## src/rtl/pixel_streamer.sv

```systemverilog
// rtl/pixel_streamer.sv - streams a stored image from pixel memory to the resizer with eol/eof tags
// Optional internal test pattern source: define PIXEL_STREAMER_TESTPAT_EN.
module pixel_streamer #(
    parameter int img_height = 4,
    parameter int img_width  = 4,
    parameter int addr_width = 4
) (
    input  logic                  clk,
    input  logic                  reset,
    input  logic                  start,
`ifdef PIXEL_STREAMER_TESTPAT_EN
    input  logic                  test_mode,
`endif
    output logic                  busy,
    output logic                  done,
    output logic                  mem_rd_en,
    output logic [addr_width-1:0] mem_addr,
    input  logic [7:0]            mem_data,
    output logic [7:0]            pixel_out,
    output logic                  pixel_valid,
    input  logic                  pixel_ready,
    output logic                  pixel_eol,
    output logic                  pixel_eof
);
    localparam int N  = img_height * img_width;
    localparam int CW = (img_width > 1) ? $clog2(img_width) : 1;
    localparam int RW = (img_height > 1) ? $clog2(img_height) : 1;

    typedef enum logic [1:0] {IDLE, FETCH, DRAIN} state_t;

    state_t                r_state, w_next;
    logic [addr_width-1:0] r_addr;
    logic [CW-1:0]         r_col;
    logic [RW-1:0]         r_row;
    logic                  r_inflight, r_in_eol, r_in_eof, r_test;
    logic [7:0]            r_pat;
    logic [7:0]            r_fifo_data [2];
    logic [1:0]            r_fifo_eol, r_fifo_eof;
    logic                  r_wr_ptr, r_rd_ptr;
    logic [1:0]            r_count;

    logic       w_pop, w_issue, w_last, w_start, w_finish, w_test_in;
    logic [2:0] w_credit;
    logic [7:0] w_pat, w_push_data;

`ifdef PIXEL_STREAMER_TESTPAT_EN
    assign w_test_in = test_mode;
`else
    assign w_test_in = 1'b0;
`endif

    assign pixel_valid = (r_count != 2'd0);
    assign w_pop       = pixel_valid & pixel_ready;
    // Reads already committed to the FIFO, net of the pop happening this cycle.
    assign w_credit    = {1'b0, r_count} + {2'b00, r_inflight} - {2'b00, w_pop};
    assign w_issue     = (r_state == FETCH) && (w_credit < 3'd2);
    assign w_last      = (r_addr == addr_width'(N - 1));
    assign w_start     = (r_state == IDLE) && start;
    assign w_finish    = (r_state == DRAIN) && (r_count == 2'd0) && !r_inflight;
    assign w_pat       = {4'(r_row), 4'(r_col)};
    assign w_push_data = r_test ? r_pat : mem_data;

    always_ff @(posedge clk or negedge reset) begin
        if (!reset) r_state <= IDLE;
        else        r_state <= w_next;
    end

    always_comb begin
        w_next = r_state;
        case (r_state)
            IDLE:    if (start) w_next = FETCH;
            FETCH:   if (w_issue && w_last) w_next = DRAIN;
            DRAIN:   if (w_finish) w_next = IDLE;
            default: w_next = IDLE;
        endcase
    end

    always_comb begin
        busy        = (r_state != IDLE) && !w_finish;
        done        = w_finish;
        mem_rd_en   = w_issue && !r_test;
        mem_addr    = r_addr;
        pixel_out   = pixel_valid ? r_fifo_data[r_rd_ptr] : 8'h00;
        pixel_eol   = pixel_valid && r_fifo_eol[r_rd_ptr];
        pixel_eof   = pixel_valid && r_fifo_eof[r_rd_ptr];
    end

    // Address stops at N-1 so mem_addr holds the last issued address until the next start.
    always_ff @(posedge clk or negedge reset) begin
        if (!reset) begin
            r_addr     <= '0;
            r_col      <= '0;
            r_row      <= '0;
            r_test     <= 1'b0;
            r_inflight <= 1'b0;
            r_in_eol   <= 1'b0;
            r_in_eof   <= 1'b0;
            r_pat      <= 8'h00;
        end else begin
            if (w_start) begin
                r_addr <= '0;
                r_col  <= '0;
                r_row  <= '0;
                r_test <= w_test_in;
            end else if (w_issue) begin
                if (!w_last) r_addr <= r_addr + 1'b1;
                if (r_col == CW'(img_width - 1)) begin
                    r_col <= '0;
                    r_row <= r_row + 1'b1;
                end else begin
                    r_col <= r_col + 1'b1;
                end
            end
            r_inflight <= w_issue;
            if (w_issue) begin
                r_in_eol <= (r_col == CW'(img_width - 1));
                r_in_eof <= w_last;
                r_pat    <= w_pat;
            end
        end
    end

    always_ff @(posedge clk or negedge reset) begin
        if (!reset) begin
            for (int i = 0; i < 2; i++) r_fifo_data[i] <= 8'h00;
            r_fifo_eol <= 2'b00;
            r_fifo_eof <= 2'b00;
            r_wr_ptr   <= 1'b0;
            r_rd_ptr   <= 1'b0;
            r_count    <= 2'd0;
        end else begin
            if (r_inflight) begin
                r_fifo_data[r_wr_ptr] <= w_push_data;
                r_fifo_eol[r_wr_ptr]  <= r_in_eol;
                r_fifo_eof[r_wr_ptr]  <= r_in_eof;
                r_wr_ptr              <= ~r_wr_ptr;
            end
            if (w_pop) r_rd_ptr <= ~r_rd_ptr;
            r_count <= r_count + {1'b0, r_inflight} - {1'b0, w_pop};
        end
    end
endmodule

```

## config.mk

```make
export PLATFORM = sky130hd
export DESIGN_NAME = pixel_streamer
export DESIGN_NICKNAME = d
export VERILOG_FILES = /design/src/rtl/pixel_streamer.sv
export SDC_FILE = /design/constraint.sdc
export NUM_CORES = 1
export LEC_CHECK = 0
export CAP_MARGIN = 20
export CORE_AREA = 2 2 67 69
export CTS_CLUSTER_SIZE = 30
export DETAILED_ROUTE_END_ITERATION = 16
export DIE_AREA = 0 0 69 71
export HOLD_SLACK_MARGIN = 0.15
export REMOVE_ABC_BUFFERS = 1
export SLEW_MARGIN = 30
export SYNTH_ARGS = -nofsm -noshare
export SYNTH_HDL_FRONTEND = slang
export SYNTH_SLANG_ARGS = --single-unit
```

## constraint.sdc

```tcl
create_clock -name clk -period 6.3 [get_ports clk]
set_clock_uncertainty 0.05 [all_clocks]
set_input_delay 0.63 -clock clk [delete_from_list [all_inputs] [get_ports clk]]
set_output_delay 0.63 -clock clk [all_outputs]
set_load 0.01 [all_outputs]
```

==> results_dict.tcl <==
set metrics [dict create \
    vias 1060 \
    cap_violations 0 \
    drive_above_1_share_pct 20.5 \
    final_common_cell "dfrtp_1" \
    drt_iter0_markers 26 \
    setup_viol_count_final 0 \
    setup_tns_ns 0 \
    ys_types 28 \
    yosys.area_share.xor_xnor_pct 1.65 \
    ctsLongestPathBuffers 2 \
    outcome "completed" \
    synthAdderAreaFrac_pct 4.40 \
    multiInputGateArea_um2 674 \
    rows 24 \
    fillCellCount 382 \
    wl_met2_mm 1.51 \
    cts_tree "yes" \
    cpMaxStageDelayCell "nor2_1" \
    finalCritPeriodShare_pct 67.9 \
    fin_ws_ns 2.02 \
    synth_compound_area_share_pct 4.47 \
    grt_pass1_vias 1150 \
    num_antenna_cells 0 \
    core_um2 4200 \
    dieWidth_um 69 \
    critPathKind "reg2out" \
    drt-vias-per-instance 4.86 \
    numCtsBuffers 5 \
    rsz0062_at_grt "false" \
    io_buffers 29 \
    ant_nets 0 \
    synth_top_family_by_area "multiplexers" \
    dieArea_um2 4900 \
    powerDensity_nw_per_um2 533 \
    syn_area_um2 1590 \
    path_delay_family "simple AND/OR/NAND/NOR gates" \
    grt-ovfl-total 0 \
    drt_pre_antenna_iters 4 \
    post_drt_wl_per_cell_um 13.9 \
    wl_mm 3.03 \
    syn_inst 131 \
    yosys-mux-area-fraction_pct 21.1 \
    clock_latency_ns 0.28 \
    clk_pin_slew_ns 0.07 \
    finalNetCount 182 \
    critPathLaunchType "flip-flop" \
    cts_num_sinks 35 \
    layout_common_cells "35 x dfrtp_1, 29 x clkdlybuf4s50_1, 21 x mux2_2" \
    p_leak_uw 0.000948 \
    maxSlewHeadroom_pct 36.3 \
    hp-class "reg2reg" \
    dr_wl_met3_um 157 \
    final_cells 218 \
    cp-end-kind "primary output" \
    gp_congestion 0.694 \
    crit_required_ns 5.62 \
    track_usage_pct 13.5 \
    fmax_mhz 234 \
    dp_hpwl_mm 2.12 \
    h-tree-depth 2 \
    seqCellArea_um2 876 \
    routedLengthMet1_mm 1.34 \
    finalWorstPathRequiredPeriod_ns 4.28 \
    top_layer "met4" \
    place_inst 210 \
    vdd_ir_drop_max_v 0.000235 \
    ys_ff_latch 35 \
    worst_pin_slew_ns 0.954 \
    arrival_ns 3.60 \
    critPathBufInv 3 \
    drv_slew 0 \
    syn2layout_area_growth_pct 29.3 \
    ys_warn_count 0 \
    cts.repair.resized 0 \
    clockRootBuffer "clkbuf_8" \
    hold_viol_final 0 \
    cp_cell_sequence "nor2_1 -> nor2b_1 -> ha_1 -> inv_1 -> ha_1 -> fa_1 -> nor3b_2 -> nand2_2 -> inv_1 -> clkdlybuf4s50_1" \
    antenna_found_initial 0 \
    die_h_um 71 \
    postCtsSetupRepairBufs 0 \
    slowest_delay_ns 0.61 \
    syn_avg_cell_area_um2 12.2 \
    ios 30 \
    hold_buffers 0 \
    synth-simple-area-share_pct 10.7 \
    grt_max_degree 36 \
    grt_first_pass_wirelength_mm 5.26 \
    yosysSeqAreaShare_pct 54.9 \
    start_util_pct 37.9 \
    place_ws_ns 2.28 \
    route.detailed.drc 0 \
    critical_path.max_fanout 12 \
]
==> report_power, final <==
| group | total [µW] | internal, µW | leakage, µW | switching (µW) |
|---|---|---|---|---|
| Sequential | 399 | 322 | 0.000431 | 77.2 |
| Clock | 204 | 128 | 0.0000612 | 76.0 |
| Combinational | 496 | 274 | 0.000456 | 222 |
==> cell families (layout without fill, tap and decap cells) <==
family | after synthesis | after routing
flip-flops | 35 | 35
multiplexers | 31 | 31
AND/OR/NAND/NOR | 35 | 35
XOR/XNOR | 3 | 3
AO/OA/AOI/OAI | 11 | 11
buffers and inverters | 11 | 46
adder cells (fa/ha/maj) | 5 | 5
==> routing by layer <==
metal | global-route usage [%] | up-vias
met5 | 0 | -
met4 | 5.23 | 0
met3 | 4.42 | 3
met2 | 23.4 | 26
met1 | 15.7 | 518
li1 | - | 513
==> cells in the mapped netlist, drive strengths merged <==
cell | count | area (µm²)
dfrtp | 35 | 876
mux2 | 21 | 236
nor2 | 14 | 52.6
mux2i | 10 | 100
inv | 8 | 30.0
nand2 | 7 | 28.8
nand3 | 5 | 25.0
ha | 4 | 50.1
a21oi | 3 | 18.8
o21ai | 3 | 15.0
xor2 | 3 | 26.3
buf | 2 | 10.0
nor2b | 2 | 12.5
nor3 | 2 | 10.0
a21o | 1 | 8.76
and2 | 1 | 6.26
and4b | 1 | 10.0
clkbuf | 1 | 3.75
fa | 1 | 20.0
nand2b | 1 | 6.26
nor3b | 1 | 12.5
o211ai | 1 | 7.51
o21bai | 1 | 7.51
o22ai | 1 | 6.26
o31ai | 1 | 7.51
or3 | 1 | 6.26
==> area by class of cell <==
type / instances / share of cell area, %
clock buffers: 6 / 4.01
clock inverters: 2 / 1.70
inverters: 8 / 1.46
multi-input cells: 85 / 32.7
flip-flops and latches: 35 / 42.5
well taps: 52 / 3.16
repair buffers: 30 / 14.5
==> flip-flops by register name, summed over array words and instances (netlist names) <==
signal / count
mem_addr: 4
r_col: 2
r_count: 2
r_fifo_data: 16
r_fifo_eof: 2
r_fifo_eol: 2
r_in_eof: 1
r_in_eol: 1
r_inflight: 1
r_rd_ptr: 1
r_state: 2
r_wr_ptr: 1
==> per-stage QoR <==
stage	area, µm²	hold WS (ns)	utilization (%)	total power [µW]
floorplan	1580	0.284	-	693
detailed placement	1940	0.439	46.2	909
global placement	1940	0.426	46.2	893
finish	2060	0.447	49.0	1100
global route	2060	0.470	49.0	1190
CTS	2060	0.449	49.0	1120
==> worst paths after layout <==
| kind | cells after the start | slack, ns | start | to |
|---|---|---|---|---|
| setup / recovery | 10 | 2.02 | r_count[1] | mem_rd_en |
| hold / removal | 1 | 0.45 | r_wr_ptr | r_wr_ptr |
| setup reg to reg | 10 | 3.11 | r_count[1] | r_col[0] |
| hold reg to reg | 1 | 0.45 | r_wr_ptr | r_wr_ptr |
| max in group asynchronous | 2 | 5.17 | reset | r_fifo_data[9] |
| min in group asynchronous | 2 | 0.71 | reset | r_fifo_data[6] |
Note: power is estimated with default switching activity, not from simulation.
